<file path="src/rtl/csa_resolver_pkg.sv">
// Shared types and helpers for the carry-save resolver.
package csa_resolver_pkg;

    typedef enum logic [1:0] {
        IDLE = 2'd0,
        BUSY = 2'd1,
        DONE = 2'd2
    } state_t;

    // Number of CHUNK_LEN-bit slices needed to cover a BIT_LEN-bit word.
    function automatic int chunk_count(input int bit_len, input int chunk_len);
        return bit_len / chunk_len;
    endfunction

endpackage

</file>
<file path="src/rtl/csa_resolver_chunk.sv">
// CHUNK_LEN-bit ripple-carry adder built from a chain of full adders.
module chunk_ripple_adder #(
    parameter int CHUNK_LEN = 4
) (
    input  logic [CHUNK_LEN-1:0] a,
    input  logic [CHUNK_LEN-1:0] b,
    input  logic                 cin,
    output logic [CHUNK_LEN-1:0] s,
    output logic                 cout
);

    logic [CHUNK_LEN:0] carry;

    assign carry[0] = cin;
    assign cout     = carry[CHUNK_LEN];

    for (genvar i = 0; i < CHUNK_LEN; i++) begin : g_bit
        full_adder u_fa (
            .a    (a[i]),
            .b    (b[i]),
            .cin  (carry[i]),
            .s    (s[i]),
            .cout (carry[i+1])
        );
    end

endmodule

</file>
<file path="src/rtl/full_adder.sv">
// Single-bit full adder, the leaf cell of the chunk ripple adder.
module full_adder (
    input  logic a,
    input  logic b,
    input  logic cin,
    output logic s,
    output logic cout
);

    assign s    = a ^ b ^ cin;
    assign cout = (a & b) | (a & cin) | (b & cin);

endmodule

</file>
<file path="src/rtl/csa_resolver.sv">
// Resolves a carry-save (S, C) pair into a binary sum, one chunk per cycle,
// so the final carry-propagate addition never spans the full word at once.
module csa_resolver
    import csa_resolver_pkg::*;
#(
    parameter int BIT_LEN   = 16,
    parameter int CHUNK_LEN = 4
) (
    input  logic               clk,
    input  logic               rst_n,
    input  logic               in_valid,
    output logic               in_ready,
    input  logic [BIT_LEN-1:0] S,
    input  logic [BIT_LEN-1:0] C,
    output logic               out_valid,
    input  logic               out_ready,
    output logic [BIT_LEN-1:0] sum,
    output logic               carry_out
);

    localparam int NUM_CHUNKS = chunk_count(BIT_LEN, CHUNK_LEN);
    localparam int IDX_W      = (NUM_CHUNKS > 1) ? $clog2(NUM_CHUNKS) : 1;

    if (BIT_LEN % CHUNK_LEN != 0) begin : g_bad_chunk
        $error("csa_resolver: BIT_LEN must be a multiple of CHUNK_LEN");
    end

    state_t               state;
    state_t               next_state;
    logic [BIT_LEN-1:0]   s_reg;
    logic [BIT_LEN-1:0]   c_reg;
    logic [BIT_LEN-1:0]   sum_reg;
    logic                 carry_out_reg;
    logic                 run_carry;
    logic [IDX_W-1:0]     chunk_idx;
    logic [CHUNK_LEN-1:0] a_chunk;
    logic [CHUNK_LEN-1:0] b_chunk;
    logic [CHUNK_LEN-1:0] chunk_sum;
    logic                 chunk_cout;
    logic                 last_chunk;

    assign in_ready   = (state == IDLE);
    assign out_valid  = (state == DONE);
    assign sum        = sum_reg;
    assign carry_out  = carry_out_reg;
    assign last_chunk = (chunk_idx == IDX_W'(NUM_CHUNKS - 1));

    // Select the operand slices for the chunk currently being resolved.
    always_comb begin
        a_chunk = '0;
        b_chunk = '0;
        for (int i = 0; i < NUM_CHUNKS; i++) begin
            if (chunk_idx == IDX_W'(i)) begin
                a_chunk = s_reg[i*CHUNK_LEN +: CHUNK_LEN];
                b_chunk = c_reg[i*CHUNK_LEN +: CHUNK_LEN];
            end
        end
    end

    chunk_ripple_adder #(
        .CHUNK_LEN (CHUNK_LEN)
    ) u_adder (
        .a    (a_chunk),
        .b    (b_chunk),
        .cin  (run_carry),
        .s    (chunk_sum),
        .cout (chunk_cout)
    );

    // State register.
    always_ff @(posedge clk or negedge rst_n) begin
        if (!rst_n) begin
            state <= IDLE;
        end else begin
            state <= next_state;
        end
    end

    // Next-state decode: accept in IDLE, walk the chunks in BUSY, hold in DONE.
    always_comb begin
        next_state = state;
        case (state)
            IDLE: if (in_valid) next_state = BUSY;
            BUSY: if (last_chunk) next_state = DONE;
            DONE: if (out_ready) next_state = IDLE;
            default: next_state = IDLE;
        endcase
    end

    // Operand capture, per-chunk result write-back and running carry.
    always_ff @(posedge clk or negedge rst_n) begin
        if (!rst_n) begin
            s_reg         <= '0;
            c_reg         <= '0;
            sum_reg       <= '0;
            carry_out_reg <= 1'b0;
            run_carry     <= 1'b0;
            chunk_idx     <= '0;
        end else begin
            case (state)
                IDLE: begin
                    if (in_valid) begin
                        s_reg     <= S;
                        c_reg     <= C;
                        chunk_idx <= '0;
                        run_carry <= 1'b0;
                    end
                end
                BUSY: begin
                    for (int i = 0; i < NUM_CHUNKS; i++) begin
                        if (chunk_idx == IDX_W'(i)) begin
                            sum_reg[i*CHUNK_LEN +: CHUNK_LEN] <= chunk_sum;
                        end
                    end
                    run_carry <= chunk_cout;
                    chunk_idx <= chunk_idx + 1'b1;
                    if (last_chunk) begin
                        carry_out_reg <= chunk_cout;
                    end
                end
                default: begin
                end
            endcase
        end
    end

endmodule

</file>
<file path="config.mk">
export PLATFORM = sky130hd
export DESIGN_NAME = csa_resolver
export DESIGN_NICKNAME = d
export VERILOG_FILES = /design/src/rtl/csa_resolver_pkg.sv /design/src/rtl/csa_resolver_chunk.sv /design/src/rtl/full_adder.sv /design/src/rtl/csa_resolver.sv
export SDC_FILE = /design/constraint.sdc
export NUM_CORES = 1
export LEC_CHECK = 0
export ABC_AREA = 1
export BUFFER_PORTS_ARGS = -buffer_cell sky130_fd_sc_hd__buf_2
export CORE_MARGIN = 10
export CORE_UTILIZATION = 54
export CTS_CLUSTER_DIAMETER = 30
export DETAILED_ROUTE_END_ITERATION = 10
export GPL_ROUTABILITY_DRIVEN = 0
export HOLD_SLACK_MARGIN = 0.12
export PLACE_DENSITY = 0.79
export SLEW_MARGIN = 20
export SYNTH_ARGS = -nofsm -noshare
export SYNTH_HDL_FRONTEND = slang
export SYNTH_SLANG_ARGS = --single-unit
</file>
<file path="constraint.sdc">
create_clock -name clk -period 4 [get_ports clk]
set_input_delay 0.4 -clock clk [delete_from_list [all_inputs] [get_ports clk]]
set_output_delay 0.4 -clock clk [all_outputs]
set_load 0.05 [all_outputs]
</file>
; After elaboration in Yosys (flattened, before gate mapping)
; Cells that the tools add are included.
[classes]
n_addsub = 1
n_eq_ne = 8
mux = 16
bitwise_logic = 28
n_reduce_logical = 10
[op_table]
columns = operator, count
row1 = 4-bit two-way mux, 8
row2 = 1-bit bitwise AND, 12
row3 = 2-bit AND reduction, 6
row4 = 2-bit two-way mux, 4
row5 = 1-bit bitwise OR, 8
row6 = 1-bit XOR, 8
row7 = "2-bit equality test, second input constant", 3
row8 = 2-bit case mux with 3 select lines, 1
row9 = "2-bit by 1-bit equality test with 1-bit output, second input constant", 2
row10 = 2-bit logical NOT, 2
row11 = "2-bit != test, second input constant", 2
row12 = 2-bit case mux with 2 select lines, 1
row13 = 3-bit AND reduction, 1
row14 = "2-bit by 1-bit adder with 2-bit output, second input constant", 1
row15 = "2-bit by 1-bit != test with 1-bit output, second input constant", 1
row16 = 1-bit case mux with 2 select lines, 1
row17 = 2-bit nonzero test, 1
row18 = 1-bit two-way mux, 1
[word_totals]
ff_bits = 54
inputBits = 36
output_inout_bits = 19

; Depth between registers and ports, before layout
; Gate-level depths: netlist of run 1.
[logic_depth]
word_depth = 18
ltp_mapped = 14
mapped_depth_nobuf = 14

; Modules after synthesis
; Synthesis of run 1 repeated with hierarchy kept, for this count alone.
[unflattened]
cells_unflattened = 302
hier_area_um2 = 2542.4
[modules_own_cells]
columns = module, instances, cells_per_inst, area_each_um2
row1 = csa_resolver, 1, 298, 2462.4
row2 = full_adder, 4, 1, 20.0

; Worst setup path after synthesis of run 1
; Ideal clock, no wire load.
[synth_path]
kind = register -> register
from = reg chunk_idx[0]
to = reg sum_reg[11] (netlist: sum[11])
setup_ns = 0.083
t_arrival_ns = 2.693
required_ns = 3.917
path_slack_ns = 1.224
path_stages_with_launch = 13
path_buffers = 1
synth_period_minus_slack_ns = 2.776
cell_sequence = dfrtp_1 > ha_1 > clkbuf_1 > a21oi_1 > nand2_1 > nand2_1 > fa_1 > inv_1 > fa_1 > fa_1 > inv_1 > fa_1 > o21ai_0
[synth_via]
elab_chain_len = 15
[synth_rtl]
columns = element, line_no
row1 = from (decl), csa_resolver.sv:35  ; logic [IDX_W-1:0] chunk_idx;
row2 = from (signal assigned), csa_resolver.sv:116  ; chunk_idx <= chunk_idx + 1'b1;
row3 = 2-bit logical NOT, csa_resolver.sv:53  ; if (chunk_idx == IDX_W'(i)) begin
row4 = 4-bit two-way mux (4 in series), csa_resolver.sv:53
row5 = 1-bit bitwise AND, full_adder.sv:11  ; assign cout = (a & b) | (a & cin) | (b & cin);
row6 = 1-bit bitwise OR (2 in series), full_adder.sv:11
row7 = 1-bit bitwise AND, full_adder.sv:11
row8 = 1-bit bitwise OR (2 in series), full_adder.sv:11
row9 = 1-bit bitwise AND, full_adder.sv:11
row10 = 1-bit bitwise OR (2 in series), full_adder.sv:11
row11 = 1-bit XOR, full_adder.sv:10  ; assign s = a ^ b ^ cin;
row12 = "to (signal, indexed assignment)", csa_resolver.sv:112  ; sum_reg[i*CHUNK_LEN +: CHUNK_LEN] <= chunk_sum;
row13 = to (decl), csa_resolver.sv:32  ; logic [BIT_LEN-1:0] sum_reg;
; Parallel ways exist; a longest one is shown, timed or not.
; A chain may end at the register's enable or synchronous reset.

; Worst setup path in the final report of run 1
; Same ends and word-level chain as after synthesis.

==> results.sh, run 1 <==
export IMPL_synth_top_cell_by_area="dfrtp_1"
export IMPL_worst_clock_skew_ns=0.006037
export IMPL_r2r_cells=13
export IMPL_antenna_found_initial=0
export IMPL_cts_root_buf="clkbuf_8"
export IMPL_path_clk_slew_ns=0.10
export IMPL_crit_path_start_kind="flip-flop"
export IMPL_cts_sinks=54
export IMPL_grt_overflow_total=0
export IMPL_seqPwrFrac_pct=34.2
export IMPL_num_vias=2102
export IMPL_diodes=0
export IMPL_irDropWorstVdd_v=0.0004654
export IMPL_drc=0
export IMPL_power_frac_clock_pct=11.3
export IMPL_relSlewSlack_pct=55.88
export IMPL_track_usage_pct=15.34
export IMPL_cp_required_ns=4.23
export IMPL_synth_fp_nets=343
export IMPL_hold_viol=0
export IMPL_reg2reg_from="chunk_idx[0]"
export IMPL_p_switching_mw=1.409
export IMPL_ys_ff_latch=54
export IMPL_ios=55
export IMPL_grt_pass1_wl_um=9453
export IMPL_preCtsSetupSlack_ns=0.8114
export IMPL_h_tree_depth=2
export IMPL_worstPathMaxFanout=10
export IMPL_min_period_over_period_pct=81.65
export IMPL_p_int_mw=1.382
export IMPL_cts_made_buffers=5
export IMPL_dp_hpwl_um=4146
export IMPL_fmax_ghz=0.3062
export IMPL_grt_pass1_vias=2055
export IMPL_final_nets=393
export IMPL_syn_cell_area_um2=2526
export IMPL_drive_gt1_share_pct=22.00
export IMPL_ff_latch_area_um2=1351
export IMPL_io_buffers=54
export IMPL_yosysSeqAreaShare_pct=53.49
export IMPL_routed_wl_um=5603
export IMPL_p_comb_share_pct=54.5
export IMPL_tightestPinTransition_ns=0.6595
export IMPL_cts_tree="built"
export IMPL_die_y_um=88.40
export IMPL_placementRows=24
export IMPL_yosysUniqueCellTypes=21
export IMPL_synth_top_area_share_pct=53.49
export IMPL_rsz0062_at_grt="no"
export IMPL_powerDensity_nw_per_um2=963.7
export IMPL_syn_area_per_cell_um2=8.449
export IMPL_arrival_ns=3.50
export IMPL_status="complete, no violations"
export IMPL_ys_warn_count=0
export IMPL_syn_to_final_growth_pct=14.66
export IMPL_syn_inst=299
export IMPL_r2r_end="sum[11]"
export IMPL_slew_violations=0
export IMPL_drtIter0Drc=135
export IMPL_multi_input_area_um2=1036
export IMPL_die_x_um=88.40
export IMPL_clk_latency_ns=0.31
export IMPL_p_leak_nw=1.590
export IMPL_dr_pass1_iters=4
export IMPL_swShare_pct=50.48
export IMPL_fillers=399
export IMPL_crit_type="reg -> reg"
export IMPL_hp_class="in -> async"
export IMPL_tns_ns=0
export IMPL_routed_via_density=5.229
export IMPL_layout_min_cycle_time_ns=3.266
export IMPL_setup_viol=0
export IMPL_clockBufferDepth=2
export IMPL_endpoint_kind="flip-flop"
export IMPL_ant_nets=0
export IMPL_holdBufCountCts=0
export IMPL_grt_start_max_net_pins=55
export IMPL_core_area_um2=4444
export IMPL_r2r_slack_ns=0.73
export IMPL_wl_per_cell_um=13.94
export IMPL_drv_cap=0
export IMPL_setup_ws_ns=0.7342
export IMPL_start_util_pct=56.84
export IMPL_synthTopCellsByArea="dfrtp_1 53%, nand2_1 17%, nand3_1 6.5%"
export IMPL_die_area_um2=7814
export IMPL_cts_repair_resized=0
export IMPL_postCtsSetupBuffers=0
-- power groups by stage --
stage | clock (mW) | sequential (mW) | combinational, mW
final | 0.315 | 0.955 | 1.52
after global routing | 0.345 | 0.985 | 1.73
after CTS | 0.323 | 0.954 | 1.55
after detailed placement | 0 | 0.963 | 1.54
after global placement | 0 | 0.955 | 1.50
after floorplan | 0 | 1.19 | 0.930
-- Yosys cell counts --
cell / number
o21ai_0: 16
nand2_2: 2
ha_1: 4
fa_1: 4
nand3_1: 33
o31ai_1: 1
nor2_1: 15
a21boi_0: 1
nand2_1: 117
clkbuf_1: 1
or2_2: 3
dfrtp_1: 54
inv_1: 16
nor2_2: 1
buf_6: 1
inv_2: 1
buf_2: 9
buf_4: 2
a21oi_2: 1
a21oi_1: 12
o21ai_2: 5
-- layout by cell type (no fill, tap or decap) --
cell type	synthesis	layout
a21boi_0	1	1
a21oi_2	1	1
a21oi_1	12	12
inv_2	1	1
clkbuf_8	0	6
o31ai_1	1	1
nand2_2	2	2
fa_1	4	4
buf_4	2	2
o21ai_2	5	5
nand2_1	117	117
ha_1	4	4
o21ai_0	16	16
buf_2	9	54
clkinvlp_4	0	1
nand3_1	33	33
nor2_2	1	1
or2_2	3	3
dfrtp_1	54	54
clkinv_2	0	1
inv_1	16	16
nor2_1	15	15
-- cells by family after synthesis --
| group | after synthesis | synth area share, % |
|---|---|---|
| adders and majority gates | 8 | 5.151 |
| DFF | 54 | 53.49 |
| AOI/OAI and AO/OA | 36 | 8.222 |
| and+or+nand+nor | 171 | 27.64 |
| buffers and inverters | 30 | 5.497 |
-- cell type report --
cell class	instances	area share, %
Clock buffer	6	2.851
Timing Repair Buffer	56	9.849
Clock inverter	2	0.4320
Multi-Input combinational cell	215	35.77
Inverter	17	2.203
Sequential cell	54	46.65
Tap cell	52	2.246
-- how the worst max path moves through the flow --
stage | from | to | cells past startpoint
CTS | chunk_idx[0] | sum[7] | 11
finish | chunk_idx[0] | sum[11] | 13
detailed placement | chunk_idx[0] | sum[7] | 11
floorplan | chunk_idx[0] | sum[11] | 12
global placement | chunk_idx[0] | sum[11] | 11
global route | chunk_idx[0] | sum[7] | 11
-- per-stage QoR --
stage	hold WS, ns	total power [mW]	cell area (um2)	std cells	utilization [%]
floorplan	0.1044	2.119	2526	299	-
global placement	0.4594	2.458	2801	394	63.03
detailed placement	0.4633	2.508	2801	394	63.03
CTS	0.2284	2.825	2897	402	65.17
global route	0.2632	3.056	2897	402	65.17
finish	0.2021	2.791	2897	402	65.17
-- per-layer routing --
layer  routed length (um)  global-route usage [%]  vias to the layer above
met2                 2591                   24.78                       67
li1                     -                       -                     1045
met1                 2534                   18.60                      984
met5                    0                       0                        -
met3                  400                   4.320                        6
met4                   76                   7.195                        0
-- worst max-delay path, cell delays in order, from the launching register on --
cell and delay (ns):
dfrtp_1 0.43, inv_1 0.11, ha_1 0.42, inv_1 0.25
nand3_1 0.15, nand2_1 0.06, nand2_1 0.08, fa_1 0.17
inv_1 0.05, fa_1 0.37, fa_1 0.37, inv_1 0.08
fa_1 0.47, o21ai_0 0.18
Note: power is estimated with default switching activity, not from simulation.
==> run 2, diff against run 1 <==
Settings changed: ABC_AREA 1 to 0, CORE_UTILIZATION 54 to 48, PLACE_DENSITY 0.79 to 0.75.
Clock period 4 ns to 2.9 ns, I/O delays scaled along.
==> results.sh, run 2 <==
export IMPL_async_reset_ff_share_pct=100.0
export IMPL_start_util_pct=49.19
export IMPL_synth_top_family_by_area="multiplexers"
export IMPL_cts_made_buffers=5
export IMPL_h_tree_depth=2
export IMPL_crit_chain="buf_6 > ha_4 > nand2_2 > o211ai_1 > o211ai_1 > fa_2 > inv_2 > fa_2 > fa_2 > inv_2 > fa_1 > o21ai_1"
export IMPL_synth_edf_count=0
export IMPL_syn_cell_area_um2=2512
export IMPL_r2r_end="sum[3]"
export IMPL_yosys_top_cells_count="54 x dfrtp_1, 23 x nand2_1, 20 x mux2_4, 14 x mux2_2, 11 x o21ai_0"
export IMPL_synth_top_cell_by_area="dfrtp_1"
export IMPL_ff_latch_area_um2=1354
export IMPL_ys_ff_latch=54
export IMPL_grt_start_max_net_pins=37
export IMPL_setup_viol=0
export IMPL_yosysUniqueCellTypes=24
export IMPL_hold_viol=0
export IMPL_multi_input_area_um2=1132
export IMPL_placementRows=26
export IMPL_grt_overflow_total=0
export IMPL_layout_commonest_cell="buf_2"
export IMPL_cp_required_ns=3.12
export IMPL_crit_type="reg -> reg"
export IMPL_slew_violations=0
export IMPL_crit_path_top_delay_cell="dfrtp_2"
export IMPL_crit_path_start_kind="flip-flop"
export IMPL_drv_cap=0
export IMPL_clockBufferDepth=2
export IMPL_hp_class="in -> reg"
export IMPL_io_buffers=54
export IMPL_fillers=432
export IMPL_endpoint_kind="flip-flop"
export IMPL_max_stage_delay_ns=0.47
export IMPL_syn_area_per_cell_um2=13.51
export IMPL_antenna_found_initial=0
export IMPL_r2r_slack_ns=0.03
export IMPL_grt_pass1_wl_um=8928
export IMPL_mostFrequentLayoutCells="54 x buf_2, 52 x dfrtp_1, 22 x nand2_1"
export IMPL_syn_inst=186
export IMPL_min_period_over_period_pct=99.00
export IMPL_synthSimpleGateAreaFrac_pct=7.968
export IMPL_layout_min_cycle_time_ns=2.871
export IMPL_r2r_cells=12
export IMPL_arrival_ns=3.09
export IMPL_drive_gt1_share_pct=49.80
export IMPL_path_clk_slew_ns=0.09
export IMPL_status="complete, no violations"
export IMPL_synth_compound_area_share_pct=7.520
export IMPL_synth_most_common_cell="dfrtp_1"
export IMPL_routed_via_density=5.127
export IMPL_ys_warn_count=0
export IMPL_routed_wl_um=5455
export IMPL_synth_fp_nets=230
export IMPL_ant_nets=0
export IMPL_synthFlopType="dfrtp_1"
export IMPL_rsz0062_at_grt="yes"
export IMPL_dp_hpwl_um=4169
export IMPL_die_area_um2=8528
export IMPL_grt_pass1_vias=1799
export IMPL_ios=55
export IMPL_utilization_pct=60.39
export IMPL_drtIter0Drc=117
export IMPL_synthTopCellsByArea="dfrtp_1 54%, mux2_4 12%, mux2_2 6.3%"
export IMPL_relSlewSlack_pct=63.53
export IMPL_fmax_ghz=0.3483
export IMPL_synth_top_area_share_pct=53.78
export IMPL_stdcell_count=323
export IMPL_final_nets=296
export IMPL_cts_tree="built"
export IMPL_track_usage_pct=12.72
export IMPL_die_y_um=92.35
export IMPL_reg2reg_from="chunk_idx[0]"
export IMPL_synth_xor_area_share_pct=0
export IMPL_worst_clock_skew_ns=0.004190
export IMPL_syn_to_final_growth_pct=22.76
export IMPL_tightestPinTransition_ns=0.5470
export IMPL_yosysSeqAreaShare_pct=53.78
export IMPL_wl_per_cell_um=16.89
export IMPL_tns_ns=0
export IMPL_worstPathMaxFanout=6
export IMPL_dr_pass1_iters=5
export IMPL_muxShareOfSynthArea_pct=20.92
export IMPL_die_x_um=92.35
export IMPL_crit_path_end="sum[3]"
export IMPL_clk_latency_ns=0.30
export IMPL_crit_top_cell="fa_2"
export IMPL_core_area_um2=5107
export IMPL_cts_root_buf="clkbuf_8"
export IMPL_dp_cells=313
export IMPL_drc=0
export IMPL_cts_sinks=54
export IMPL_synthAdderAreaFrac_pct=5.179
export IMPL_critPathLaunch="chunk_idx[0]"
export IMPL_hold_depth=2
export IMPL_num_vias=1656
export IMPL_diodes=0
==> run 2: kinds of logic (layout without fill, tap and decap cells) <==
family / count (synthesis) / in the layout
fa+ha+maj: 8 / 8
flops: 54 / 54
compound gates: 30 / 30
simple gates: 39 / 39
mux: 40 / 40
buf+inv: 15 / 82
==> run 2: worst max-delay path, delay by kind of cell, from the launching register on <==
family | cells | cell delay [ns]
compound gates | 3 | 0.43
flops | 1 | 0.47
simple gates | 1 | 0.08
buf+inv | 3 | 0.25
fa+ha+maj | 5 | 1.56
==> run 2: worst min-delay path by stage <==
stage	startpoint	end	slack (ns)
3_5_place_dp	rst_n	sum[12]	0.27
3_3_place_gp	rst_n	sum[12]	0.27
5_1_grt	S[4]	s_reg[4]	0.19
6_report	out_ready	state[1]	0.19
2_1_floorplan	rst_n	c_reg[0]	-0.006
4_1_cts	out_ready	state[1]	0.18
==> run 2: what timing repair did <==
item	CTS	global route
hold endpoints to repair	19	0
cloned	0	0
endpoints found under the setup margin	4	6
setup buffers	1	0
pin swaps	6	6
resized for setup	13	15
hold buffers	1	0
==> run 2: cell type report <==
type	instances	share of cell area, %
well taps	70	2.840
clock buffers	8	3.570
flip-flops and latches	54	43.89
inverters	8	1.095
multi-input cells	117	36.71
repair buffers	66	11.89
==> run 2: layer usage <==
metal | vias up | share of wire, % | GRT usage (%)
met3 | 6 | 7.0 | 4.600
met4 | 0 | 1.1 | 3.470
met5 | - | 0 | 0
met1 | 814 | 44 | 16.05
met2 | 46 | 48 | 20.18
li1 | 790 | - | -
==> run 2: stage by stage <==
stage / instance area, um2 / worst slack [ns] / hold WS [ns]
2_1_floorplan: 2516 / 0.05528 / -0.005591
3_3_place_gp: 2868 / 0.03493 / 0.2662
3_5_place_dp: 2868 / -0.1259 / 0.2662
4_1_cts: 3020 / 0.01315 / 0.1846
5_1_grt: 3084 / -0.09055 / 0.1933
6_report: 3084 / 0.02902 / 0.1853
Power of run 2 is left out: the tool's default activity adds up to more than one toggle a clock period on the data nets, which glitch-free logic cannot reach.
==> run 3, diff against run 2 <==
--- a/config.mk
+++ b/config.mk
@@ -6,13 +6,12 @@
 export NUM_CORES = 1
 export LEC_CHECK = 0
-export ABC_AREA = 0
-export BUFFER_PORTS_ARGS = -buffer_cell sky130_fd_sc_hd__buf_2
 export CORE_MARGIN = 10
-export CORE_UTILIZATION = 48
+export CORE_UTILIZATION = 56
 export CTS_CLUSTER_DIAMETER = 30
 export DETAILED_ROUTE_END_ITERATION = 10
+export DONT_BUFFER_PORTS = 1
 export GPL_ROUTABILITY_DRIVEN = 0
 export HOLD_SLACK_MARGIN = 0.12
-export PLACE_DENSITY = 0.75
+export PLACE_DENSITY = 0.74
 export SLEW_MARGIN = 20
 export SYNTH_ARGS = -nofsm -noshare
==> constraint.sdc (replaced) <==
create_clock -name clk -period 2.9 [get_ports clk]
set_input_delay 0.725 -clock clk [delete_from_list [all_inputs] [get_ports clk]]
set_output_delay 0.725 -clock clk [all_outputs]
set_load 0.05 [all_outputs]
==> results.sh, run 3 (synthesis results as in run 2) <==
export IMPL_status="complete, no violations"
export IMPL_tightestPinTransition_ns=0.5425
export IMPL_fillers=335
export IMPL_crit_path_start_kind="flip-flop"
export IMPL_placementRows=24
export IMPL_slew_violations=0
export IMPL_grt_overflow_total=0
export IMPL_cp_top_family="adder cells"
export IMPL_cts_made_buffers=5
export IMPL_layout_commonest_cell="dfrtp_1"
export IMPL_clk_latency_ns=0.29
export IMPL_mostFrequentLayoutCells="52 x dfrtp_1, 23 x nand2_1, 20 x mux2_4"
export IMPL_die_y_um=86.98
export IMPL_cts_tree="built"
export IMPL_drtIter0Drc=85
export IMPL_cp_required_ns=3.12
export IMPL_crit_chain="ha_4 > nand2b_2 > buf_4 > o22ai_1 > a31oi_1 > fa_2 > fa_2 > inv_2 > fa_2 > o21ai_1"
export IMPL_diodes=0
export IMPL_hold_viol=0
export IMPL_dr_pass1_iters=4
export IMPL_relSlewSlack_pct=63.83
export IMPL_endpoint_kind="flip-flop"
export IMPL_drive_gt1_share_pct=35.86
export IMPL_r2r_cells=10
export IMPL_track_usage_pct=14.13
export IMPL_final_nets=242
export IMPL_grt_pass1_wl_um=8445
export IMPL_drc=0
export IMPL_ant_nets=0
export IMPL_critPathBufInv=2
export IMPL_min_period_over_period_pct=96.72
export IMPL_crit_cells=10
export IMPL_core_area_um2=4354
export IMPL_antenna_found_initial=0
export IMPL_h_tree_depth=2
export IMPL_grt_start_max_net_pins=55
export IMPL_syn_to_final_growth_pct=10.26
export IMPL_drv_cap=0
export IMPL_layout_min_cycle_time_ns=2.805
export IMPL_routed_via_density=5.940
export IMPL_fmax_ghz=0.3565
export IMPL_num_vias=1485
export IMPL_die_x_um=86.98
export IMPL_hp_class="in -> async"
export IMPL_crit_type="reg -> reg"
export IMPL_path_clk_slew_ns=0.08
export IMPL_setup_viol=0
export IMPL_routed_wl_um=5163
export IMPL_io_buffers=0
export IMPL_clockBufferDepth=2
export IMPL_grt_pass1_vias=1632
export IMPL_utilization_pct=63.62
export IMPL_worst_clock_skew_ns=0.003960
export IMPL_arrival_ns=3.02
export IMPL_dp_hpwl_um=3927
export IMPL_max_stage_delay_ns=0.49
export IMPL_worstPathMaxFanout=5
export IMPL_cts_sinks=54
export IMPL_start_util_pct=57.70
export IMPL_wl_per_cell_um=20.65
export IMPL_ios=55
export IMPL_rsz0062_at_grt="yes"
export IMPL_crit_path_top_delay_cell="dfrtp_2"
export IMPL_crit_top_cell="fa_2"
export IMPL_cts_root_buf="clkbuf_8"
export IMPL_die_area_um2=7566
run 3: through the flow:
| step | setup TNS, ns | worst slack (ns) | instance area, um2 | hold WS, ns | cells |
|---|---|---|---|---|---|
| 2_1_floorplan | 0 | 0.05528 | 2516 | 0.4294 | 186 |
| 5_1_grt | -0.003132 | -0.003132 | 2770 | 0.2733 | 250 |
| 3_5_place_dp | -0.3616 | -0.09962 | 2575 | 0.4312 | 241 |
| 4_1_cts | 0 | 0.01793 | 2736 | 0.2821 | 249 |
| 3_3_place_gp | 0 | 0.07968 | 2575 | 0.4312 | 241 |
| 6_report | 0 | 0.09524 | 2770 | 0.2764 | 250 |
run 3: worst paths after layout:
path                       slack (ns)      endpoint    startpoint
max in group asynchronous        2.39  chunk_idx[1]         rst_n
setup reg to reg                  0.1       sum[15]  chunk_idx[0]
setup / recovery                  0.1       sum[15]  chunk_idx[0]
hold reg to reg                  0.50      s_reg[2]      s_reg[2]
hold / removal                   0.28       sum[12]         rst_n
min in group clk                 0.50      s_reg[2]      s_reg[2]
run 3: per-layer routing:
| layer | GRT usage, % | routed length (um) | part of all wire (%) |
|---|---|---|---|
| met4 | 3.976 | 57 | 1.1 |
| met5 | 0 | 0 | 0 |
| met1 | 15.22 | 1940 | 38 |
| met2 | 23.72 | 2673 | 52 |
| met3 | 7.210 | 492 | 9.5 |
run 3: cell type report:
| type | count | area (um2) | area share [%] |
|---|---|---|---|
| timing repair buffer | 12 | 110.1 | 3.975 |
| inverter | 8 | 33.78 | 1.220 |
| multi-input combinational | 117 | 1131 | 40.83 |
| tap | 52 | 65.06 | 2.349 |
| clock buffer | 7 | 76.32 | 2.755 |
| sequential | 54 | 1354 | 48.87 |
run 3: what timing repair did:
item                                    4_1_cts  5_1_grt
gates resized for setup                      18       10
endpoints found under the setup margin        4        8
hold endpoints to repair                     54        0
pin swaps                                     5        8
setup buffers                                 0        1
hold buffers                                  1        0
Power of run 3 is left out for the same reason.
